### config.mk
export PLATFORM = sky130hd
export DESIGN_NAME = pipe_skid_reg
export DESIGN_NICKNAME = d
export VERILOG_FILES = /design/src/rtl/pipe_pkg.sv /design/src/rtl/pipe_skid_slot.sv /design/src/rtl/pipe_skid_reg.sv
export SDC_FILE = /design/constraint.sdc
export NUM_CORES = 1
export LEC_CHECK = 0
export CAP_MARGIN = 20
export CORE_AREA = 2 2 114 116
export CTS_CLUSTER_SIZE = 10
export DETAILED_ROUTE_END_ITERATION = 16
export DIE_AREA = 0 0 116 118
export PLACE_DENSITY = 0.53
export SLEW_MARGIN = 15
export SYNTH_ARGS = -nofsm -noshare
export SYNTH_HDL_FRONTEND = slang
export SYNTH_SLANG_ARGS = --single-unit
### constraint.sdc
create_clock -name clk -period 2.81 [get_ports clk]
set_clock_uncertainty 0.15 [all_clocks]
set_input_delay 0.281 -clock clk [delete_from_list [all_inputs] [get_ports clk]]
set_output_delay 0.281 -clock clk [all_outputs]
set_load 0.02 [all_outputs]
### src/rtl/pipe_pkg.sv
// Shared definitions for the inter-stage pipeline registers: default word width,
// stall counter width and the payload structs carried between stages.
package pipe_pkg;

  localparam int WORD_W      = 32;
  localparam int STALL_CNT_W = 16;

  typedef struct packed {
    logic [WORD_W-1:0] pc;
    logic [WORD_W-1:0] instr;
  } if_id_t;

  typedef struct packed {
    logic [WORD_W-1:0] pc;
    logic [WORD_W-1:0] rs_val;
    logic [WORD_W-1:0] rt_val;
    logic [WORD_W-1:0] imm;
    logic [4:0]        rd;
  } id_ex_t;

  typedef struct packed {
    logic [WORD_W-1:0] alu_res;
    logic [WORD_W-1:0] st_data;
    logic [4:0]        rd;
    logic              mem_rd;
    logic              mem_wr;
  } ex_mem_t;

  typedef struct packed {
    logic [WORD_W-1:0] wb_data;
    logic [4:0]        rd;
    logic              reg_wr;
  } mem_wb_t;

endpackage

### src/rtl/pipe_skid_slot.sv
// One pipeline slot: a main entry driving the output plus a one-entry skid buffer,
// so the upstream ready is a flop (!skid_v) and never a path from out_ready.
module pipe_skid_slot
  import pipe_pkg::*;
#(
  parameter int               WIDTH     = WORD_W,
  parameter logic [WIDTH-1:0] RESET_VAL = '0
) (
  input  logic             clk,
  input  logic             rst,
  input  logic             flush,
  input  logic             in_valid,
  output logic             in_ready,
  input  logic [WIDTH-1:0] in_data,
  output logic             out_valid,
  input  logic             out_ready,
  output logic [WIDTH-1:0] out_data,
  output logic [1:0]       vld_cnt
);

  logic             main_v;
  logic [WIDTH-1:0] main_d;
  logic             skid_v;
  logic [WIDTH-1:0] skid_d;
  logic             accept;
  logic             emit;

  assign in_ready  = !skid_v;
  assign out_valid = main_v;
  assign out_data  = main_d;
  assign accept    = in_valid && !skid_v;
  assign emit      = main_v && out_ready;
  assign vld_cnt   = {1'b0, main_v} + {1'b0, skid_v};

  // Flush drops valids only; data is left as-is since nothing reads it while invalid.
  always_ff @(posedge clk or posedge rst) begin
    if (rst) begin
      main_v <= 1'b0;
      main_d <= RESET_VAL;
      skid_v <= 1'b0;
      skid_d <= RESET_VAL;
    end else if (flush) begin
      main_v <= 1'b0;
      skid_v <= 1'b0;
    end else if (!main_v || emit) begin
      if (skid_v) begin
        main_v <= 1'b1;
        main_d <= skid_d;
        skid_v <= 1'b0;
      end else begin
        main_v <= accept;
        if (accept) main_d <= in_data;
      end
    end else if (accept) begin
      skid_v <= 1'b1;
      skid_d <= in_data;
    end
  end

endmodule

### src/rtl/pipe_skid_reg.sv
// Chain of DEPTH skid-buffered slots with flush and occupancy reporting.
// Optional stall counter output enabled by defining PIPE_SKID_STALL_CNT_EN.
module pipe_skid_reg
  import pipe_pkg::*;
#(
  parameter int               WIDTH     = WORD_W,
  parameter int               DEPTH     = 1,
  parameter logic [WIDTH-1:0] RESET_VAL = '0,
  localparam int              OCC_W     = $clog2(2*DEPTH+1)
) (
  input  logic                   clk,
  input  logic                   rst,
  input  logic                   flush,
  input  logic                   in_valid,
  output logic                   in_ready,
  input  logic [WIDTH-1:0]       in_data,
  output logic                   out_valid,
  input  logic                   out_ready,
  output logic [WIDTH-1:0]       out_data,
`ifdef PIPE_SKID_STALL_CNT_EN
  output logic [STALL_CNT_W-1:0] stall_cnt,
`endif
  output logic [OCC_W-1:0]       occupancy
);

  // Index k is the link feeding slot k; index DEPTH is the chain output.
  logic [DEPTH:0]   lnk_v;
  logic [DEPTH:0]   lnk_r;
  logic [WIDTH-1:0] lnk_d [0:DEPTH];
  logic [1:0]       slot_cnt [0:DEPTH-1];
  logic [OCC_W-1:0] occ_sum;

  assign lnk_v[0]     = in_valid;
  assign lnk_d[0]     = in_data;
  assign in_ready     = lnk_r[0];
  assign lnk_r[DEPTH] = out_ready;
  assign out_valid    = lnk_v[DEPTH];
  assign out_data     = lnk_d[DEPTH];

  for (genvar k = 0; k < DEPTH; k++) begin : g_slot
    pipe_skid_slot #(
      .WIDTH    (WIDTH),
      .RESET_VAL(RESET_VAL)
    ) u_slot (
      .clk      (clk),
      .rst      (rst),
      .flush    (flush),
      .in_valid (lnk_v[k]),
      .in_ready (lnk_r[k]),
      .in_data  (lnk_d[k]),
      .out_valid(lnk_v[k+1]),
      .out_ready(lnk_r[k+1]),
      .out_data (lnk_d[k+1]),
      .vld_cnt  (slot_cnt[k])
    );
  end

  // Sum of flop outputs only, so it tracks the valid bits with no extra lag.
  always_comb begin
    occ_sum = '0;
    for (int k = 0; k < DEPTH; k++) occ_sum = occ_sum + OCC_W'(slot_cnt[k]);
  end

  assign occupancy = occ_sum;

`ifdef PIPE_SKID_STALL_CNT_EN
  function automatic logic [STALL_CNT_W-1:0] sat_inc(input logic [STALL_CNT_W-1:0] x);
    return (&x) ? x : x + 1'b1;
  endfunction

  always_ff @(posedge clk or posedge rst) begin
    if (rst)                         stall_cnt <= '0;
    else if (flush)                  stall_cnt <= '0;
    else if (out_valid && !out_ready) stall_cnt <= sat_inc(stall_cnt);
  end
`endif

endmodule

== Word-level counts from Yosys, hierarchy flattened ==
Cells that the tools add are included.

* Memories kept: 0
* Bits in latches: 0
* Memory bits (read-only): 0
* Output and inout port bits: 36
* Input port bits: 37
* Register bits: 66
* RAM bits: 0
* Word-level logic and storage cells: 25

* Divide/modulo/power cells: 0
* $add $sub $neg: 1
* $mul: 0
* Equal/unequal tests: 0
* Order comparisons: 0
* Mux-type cells: 8
* Reductions and logical operators: 10
* Bitwise operators: 2
* Shift operators: 0

{| class="wikitable"
|+ Operators with widths
! kind !! count
|-
| 32-bit two-way mux || 2
|-
| 1-bit two-way mux || 6
|-
| 3-bit AND reduction || 2
|-
| 2-bit nonzero test || 2
|-
| 3-bit nonzero test || 1
|-
| 1-bit by 1-bit adder with 2-bit output || 1
|-
| 1-bit logical AND || 2
|-
| 1-bit zero test || 2
|-
| 1-bit inverter || 2
|-
| 1-bit logical OR || 1
|}

== Logic depth before layout (Yosys ltp) ==
Gate-level depths: netlist of the first run.

* Word-level depth: 5
* Gate-level depth with buffers: 5
* Gate-level depth less buffers: 3

== Worst setup path after synthesis of the first run ==
Ideal clock, no wire load.

* Path kind: register to register
* Start: register g_slot[0].u_slot.main_v
* End: register g_slot[0].u_slot.skid_d[0]
* Arrival: 1.519 ns
* Cell stages (with the launch flop): 5
* Required time: 2.535 ns
* Period minus slack after synthesis: 1.795 ns
* Path buffers: 1
* Slack: 1.015 ns
* Library setup time: 0.125 ns
* Path through: dfrtp_1 nand2b_4 nor4b_4 buf_6 mux2_4

* Word-level cells in the longest chain between the ends: 4
* Elaborated cells on any way between the ends: 5
* Classes of those cells: bitwise (1); reduce/logical (4)

{| class="wikitable"
|+ RTL lines
! item !! line !! text
|-
| start: declaration || pipe_skid_slot.sv:21 || <nowiki>logic main_v;</nowiki>
|-
| start signal: assignment || pipe_skid_slot.sv:51 || <nowiki>main_v <= accept;</nowiki>
|-
| 1-bit zero test or 1-bit logical AND (tied branches) || pipe_skid_slot.sv:45, pipe_skid_slot.sv:32 ||
|-
| 1-bit logical OR * || pipe_skid_slot.sv:45 || <nowiki>end else if (!main_v || emit) begin</nowiki>
|-
| 1-bit inverter (no line) * || n/a ||
|-
| 3-bit AND reduction (no line) * || n/a ||
|-
| end signal: assignment || pipe_skid_slot.sv:56 || <nowiki>skid_d <= in_data;</nowiki>
|-
| end: declaration || pipe_skid_slot.sv:24 || <nowiki>logic [WIDTH-1:0] skid_d;</nowiki>
|}

Mark *: on every way between the ends. The rest lies on a longest branch, timed or not.
A chain may end at the register's enable or synchronous reset.

== Final worst setup path of the first run ==
* Start: register g_slot[0].u_slot.skid_v
* End: output occupancy[0]

* Word-level cells in the longest chain between the ends: 1

{| class="wikitable"
|+ RTL lines
! item !! line !! text
|-
| start: declaration || pipe_skid_slot.sv:23 || <nowiki>logic skid_v;</nowiki>
|-
| start signal: assignment || pipe_skid_slot.sv:40 || <nowiki>skid_v <= 1'b0;</nowiki>
|-
| start signal: assignment || pipe_skid_slot.sv:44 || <nowiki>skid_v <= 1'b0;</nowiki>
|-
| start signal: assignment || pipe_skid_slot.sv:49 || <nowiki>skid_v <= 1'b0;</nowiki>
|-
| 1-bit by 1-bit adder with 2-bit output || pipe_skid_slot.sv:33 || <nowiki>assign vld_cnt = {1'b0, main_v} + {1'b0, skid_v};</nowiki>
|-
| end: declaration || pipe_skid_reg.sv:23 || <nowiki>output logic [OCC_W-1:0] occupancy</nowiki>
|}

Every way passes these cells.

==> impl_metrics.py, run 1 <==
metrics = {
    "outcome": {
        "status": "completed",
    },
    "routing": {
        "vias": 1711,
        "drtAntennaViolNets": 0,
        "wl_um": 5940,
        "viasPerCell": 3.94,
        "routedWlPerCell_um": 13.7,
        "firstDrtPassIters": 4,
        "drc": 0,
        "drtIter0Drc": 63,
    },
    "worst_setup_path": {
        "reg2reg_from": "g_slot[0].u_slot.skid_v$_DFFE_PP0P_",
        "startpoint": "g_slot[0].u_slot.skid_v$_DFFE_PP0P_",
        "arrival_ps": 1820,
        "cp-start-kind": "register",
        "path_max_fanout": 17,
        "r2r_slack_ps": 860,
        "cp.required_ps": 2380,
        "path_class": "reg2out",
        "end_kind": "output port",
    },
    "synthesis": {
        "ys_types": 16,
        "seq_area_frac_synth_pct": 54.4,
        "ys_ff_latch": 66,
        "syn_avg_cell_area_sq_um": 16.7,
        "syn_area_sq_um": 3030,
        "yosys_warnings": 0,
        "syn_inst": 182,
        "syn-num-nets": 220,
    },
    "clock_tree": {
        "path_clk_slew_ps": 60,
        "clock-root-buffer": "clkbuf_16",
        "cts_buffers": 9,
        "clock_latency_ps": 320,
        "cts_resized": 0,
        "cts_tree": "yes",
        "clock_path_buffers": 2,
        "postCtsHoldBufs": 0,
        "htreeDepth": 3,
        "postCtsSetupBuffers": 0,
        "cts_sinks": 66,
    },
    "floorplanning": {
        "die_h_um": 118,
        "die_w_um": 116,
        "io_pins": 73,
        "start_util_pct": 24.4,
        "die_area_sq_um": 13700,
        "core_area_sq_um": 12400,
        "num_rows": 41,
    },
    "global_route": {
        "grt_overflow_total": 0,
        "antenna_found_initial": 0,
        "grt_pass1_vias": 1915,
        "track_usage_pct": 9.40,
        "grt_max_degree": 35,
        "grt_pass1_wl_um": 9820,
    },
    "timing": {
        "hold_violations": 0,
        "rsz0062_at_grt": "false",
        "slew_viol_final": 0,
        "relSlewSlack_pct": 51.0,
        "fin_crit_ps": 2260,
        "setup_tns_ps": 0,
        "finalSetupViolCount": 0,
        "fmax_ghz": 0.443,
        "worst_slew_pin_slew_ps": 733,
        "finalHoldWorstSlack_ps": 254,
        "fin_crit_sh_pct": 80.3,
    },
    "cells_and_area": {
        "finish.utilization_pct": 33.9,
        "synthToLayoutAreaGrowth_pct": 38.6,
        "fin_area_sq_um": 4210,
        "layout.nets": 297,
        "antenna_cells": 0,
        "drive_gt1_share_pct": 45.0,
    },
    "place": {
        "gp_congestion": 0.690,
        "dp_hpwl_um": 3740,
        "place_area_sq_um": 3950,
        "numPortBuffers": 72,
    },
    "power": {
        "power_density_nw_per_um2": 707,
        "power.total_mw": 2.97,
        "ir_worst_vdd_mv": 0.385,
        "leakage_nw": 1.73,
    },
    "job": {
        "maxCapViolCount": 0,
    },
    "worst_hold_path": {
        "hp-class": "in2async",
    },
}
-- sequential cells by signal, summed over array words and instances (netlist names) --
name / flops
g_slot.u_slot.skid_v: 1
g_slot.u_slot.skid_d: 32
g_slot.u_slot.out_data: 32
g_slot.u_slot.out_valid: 1
-- worst paths after layout --
kind / cells past startpoint / to
setup reg to reg: 3 / g_slot[0].u_slot.out_data[29]$_DFFE_PP0P_
setup / recovery: 2 / occupancy[0]
min in group clk: 1 / g_slot[0].u_slot.out_data[4]$_DFFE_PP0P_
max in group asynchronous: 3 / g_slot[0].u_slot.skid_v$_DFFE_PP0P_
hold / removal: 2 / g_slot[0].u_slot.skid_d[21]$_DFFE_PP0P_
hold reg to reg: 1 / g_slot[0].u_slot.out_data[4]$_DFFE_PP0P_
-- power breakdown --
part / internal [mW] / total, mW / switching, mW
clock: 0.604 / 0.999 / 0.395
sequential: 1.16 / 1.27 / 0.108
combinational: 0.448 / 0.707 / 0.259
-- through the flow --
stage / std cells / setup WS [ps]
after CTS: 434 / 490
after global placement: 420 / 704
after floorplan: 182 / 724
after detailed placement: 420 / 678
after global routing: 434 / 479
final: 434 / 555
-- layer usage --
| layer | routed length, um | GRT usage [%] |
|---|---|---|
| met4 | 110 | 4.02 |
| met2 | 2650 | 14.3 |
| met3 | 339 | 3.55 |
| met5 | 0 | 0 |
| met1 | 2840 | 11.9 |
-- worst max-delay path: stages, from the launching register on --
cell and delay (ps):
dfrtp_2 560, ha_1 350, clkdlybuf4s50_1 590
-- synthesized netlist by cell type --
cell	n	area share, %
mux2_4	30	15
clkbuf_1	1	0.12
buf_6	7	2.6
and2b_2	1	0.29
nor4b_4	1	0.78
mux2_1	2	0.74
mux2_2	64	24
nor3_1	1	0.16
dfrtp_1	66	54
ha_1	1	0.41
inv_1	2	0.25
nor2_1	1	0.12
nand2b_4	1	0.45
buf_2	2	0.33
a21oi_1	1	0.16
nor3_4	1	0.54
-- final cells by class --
class                      count  area, sq um
clock buffer                  10          239
clock inverter                 4         20.0
fill                        1253         8210
inverter                       2         7.51
multi-input combinational    104         1280
sequential                    66         1650
tap                          172          215
timing repair buffer          76          788
-- kinds of logic (layout without fill, tap and decap cells) --
| family | Yosys count | count (layout) | synth area share, % |
|---|---|---|---|
| and+or+nand+nor | 6 | 6 | 2.35 |
| AOI/OAI and AO/OA | 1 | 1 | 0.165 |
| muxes | 96 | 96 | 39.3 |
| buffers and inverters | 12 | 92 | 3.30 |
| adders and majority gates | 1 | 1 | 0.412 |
| DFF | 66 | 66 | 54.4 |
-- placed cells by master, fill, tap and decap left out --
master,netlist,final
clkdlybuf4s50_1,0,72
dfrtp_1,66,65
mux2_2,64,64
mux2_4,30,30
clkbuf_16,0,9
clkinv_2,0,4
buf_12,0,3
mux2_1,2,2
and2b_2,1,1
nor2_1,1,1
nor3_4,1,1
nand2b_4,1,1
nor4b_4,1,1
inv_1,2,1
inv_2,0,1
nor3_1,1,1
a21oi_1,1,1
ha_1,1,1
clkbuf_8,0,1
dfrtp_2,0,1
buf_4,0,1
Power figures use the tool's default switching activity.
==> run 2: changes to the inputs <==
- PLACE_DENSITY: 0.53 -> 0.55
- clock period: 2.81 -> 1.9 ns (I/O delays scaled with it)
==> run 2 against run 1 <==
Against the previous run:
- non-clock buffer count up 7
- critical endpoint is now g_slot[0].u_slot.out_data[11]$_DFFE_PP0P_
- cell count up 1.8%
- hold slack got worse by 86 ps
- largest cell class unchanged
- largest power group unchanged
==> impl_metrics.py, run 2 (synthesized netlist as in run 1, its figures left out) <==
metrics = {
    "timing": {
        "hold_violations": 0,
        "rsz0062_at_grt": "false",
        "setup_slack_ps": 145,
        "slew_viol_final": 0,
        "finalSetupViolCount": 0,
        "fmax_ghz": 0.570,
        "fin_crit_sh_pct": 92.4,
        "setup_tns_ps": 0,
        "worst_slew_pin_slew_ps": 362,
        "relSlewSlack_pct": 75.9,
        "fin_crit_ps": 1760,
    },
    "clock_tree": {
        "clock_latency_ps": 320,
        "cts_buffers": 9,
        "cts_sinks": 66,
        "clock-root-buffer": "clkbuf_16",
        "cts_tree": "yes",
        "htreeDepth": 3,
        "clock_path_buffers": 2,
        "path_clk_slew_ps": 50,
        "postCtsSetupBuffers": 0,
    },
    "routing": {
        "vias": 1785,
        "drc": 0,
        "drtIter0Drc": 29,
        "wl_met2_um": 2860,
        "wl_met1_um": 2870,
        "drtAntennaViolNets": 0,
        "routed.top_layer": "met4",
        "firstDrtPassIters": 2,
        "wl_um": 6200,
        "routedWlPerCell_um": 14.0,
        "met3_wirelength_um": 366,
        "viasPerCell": 4.04,
    },
    "place": {
        "dp_hpwl_um": 4010,
        "gp_congestion": 0.668,
        "dp_worst_setup_slack_ps": -134,
        "numPortBuffers": 72,
    },
    "global_route": {
        "grt_overflow_total": 0,
        "grt_max_degree": 67,
        "grt_pass1_vias": 1910,
        "antenna_found_initial": 0,
        "grt_pass1_wl_um": 10200,
        "track_usage_pct": 9.77,
    },
    "power": {
        "power_density_nw_per_um2": 1030,
        "ir_worst_vdd_mv": 0.524,
        "leakage_nw": 1.78,
    },
    "cells_and_area": {
        "multi_input_area_sq_um": 1280,
        "layout.nets": 304,
        "synthToLayoutAreaGrowth_pct": 41.6,
        "nFillCells": 1245,
        "final_common_cell": "clkdlybuf4s50_1",
        "seq_area_sq_um": 1650,
        "finish.utilization_pct": 34.6,
        "drive_gt1_share_pct": 46.3,
        "final_cell_mix": "69 x clkdlybuf4s50_1, 65 x dfrtp_1, 64 x mux2_2",
        "antenna_cells": 0,
    },
    "floorplanning": {
        "num_rows": 41,
        "die_area_sq_um": 13700,
        "die_w_um": 116,
        "io_pins": 73,
        "die_h_um": 118,
        "core_area_sq_um": 12400,
        "start_util_pct": 24.4,
    },
    "worst_setup_path": {
        "cp.required_ps": 1950,
        "path_class": "reg2reg",
        "path_cells": "and2b_2, nor3_4, buf_12, mux2_2",
        "cpMaxStageDelayCell": "dfrtp_1",
        "path_max_fanout": 32,
        "critPathMaxStageDelay_ps": 430,
        "arrival_ps": 1810,
        "end_kind": "register",
        "cp-start-kind": "register",
        "timing.rr.end": "g_slot[0].u_slot.out_data[11]$_DFFE_PP0P_",
        "crit_buf_inv": 1,
        "reg2reg_depth": 4,
        "r2r_slack_ps": 140,
        "path_delay_family": "flip-flops",
        "reg2reg_from": "g_slot[0].u_slot.out_valid$_DFFE_PP0P_",
    },
    "worst_hold_path": {
        "hp-class": "in2async",
    },
    "job": {
        "maxCapViolCount": 0,
    },
    "outcome": {
        "status": "completed",
    },
}
-- run 2: changes by cell type in the layout (fill, tap and decap cells not counted), sizes merged --
cell	previous run	this run
dlygate4sd2	0	3
inv	2	1
buf	4	11
clkinvlp	0	1
clkbuf	10	12
clkdlybuf4s50	72	69
clkinv	4	3
-- run 2: cell type report --
cell class,instances,share of cell area (%)
timing repair buffer,83,20.1
inverter,2,0.262
clock inverter,3,0.350
sequential,66,38.5
tap,172,5.01
clock buffer,12,5.97
multi-input combinational,104,29.9
-- run 2: how the worst max path moves through the flow --
stage,cells after the start,endpoint,from,slack (ps)
after floorplan,4,g_slot[0].u_slot.skid_d[0]$_DFFE_PP0P_,g_slot[0].u_slot.out_valid$_DFFE_PP0P_,110
after global placement,5,g_slot[0].u_slot.skid_d[27]$_DFFE_PP0P_,out_ready,-110
after detailed placement,5,g_slot[0].u_slot.skid_d[27]$_DFFE_PP0P_,out_ready,-130
after CTS,4,g_slot[0].u_slot.out_data[11]$_DFFE_PP0P_,g_slot[0].u_slot.out_valid$_DFFE_PP0P_,130
after global routing,4,g_slot[0].u_slot.skid_d[27]$_DFFE_PP0P_,g_slot[0].u_slot.out_valid$_DFFE_PP0P_,60
final,4,g_slot[0].u_slot.out_data[11]$_DFFE_PP0P_,g_slot[0].u_slot.out_valid$_DFFE_PP0P_,140
-- run 2: power by group --
group / internal (mW) / switching (mW) / total (mW)
Sequential: 1.71 / 0.163 / 1.88
Combinational: 0.668 / 0.396 / 1.06
Clock: 0.939 / 0.563 / 1.50
-- run 2: per-stage QoR --
step | area [sq um] | hold WS [ps] | total power, mW | cells
3_5_place_dp | 4030 | 327 | 2.97 | 427
2_1_floorplan | 3040 | 103 | 2.50 | 182
4_1_cts | 4300 | 183 | 4.53 | 442
3_3_place_gp | 4030 | 323 | 2.95 | 427
6_report | 4300 | 168 | 4.44 | 442
5_1_grt | 4300 | 222 | 4.67 | 442
-- run 2: what timing repair did --
action / CTS / global route
hold buffers: 0 / 0
gates resized for setup: 3 / 0
setup endpoints to repair: 3 / 0
-- run 2: layer usage --
layer	global-route usage [%]	vias to the layer above
met5	0	-
met2	14.9	52
li1	-	823
met1	12.4	900
met3	4.02	10
met4	3.57	0
-- run 2: tightest hold or removal path: cells and delay by family --
family	cells	cell delay, ps
buf+inv	3	850
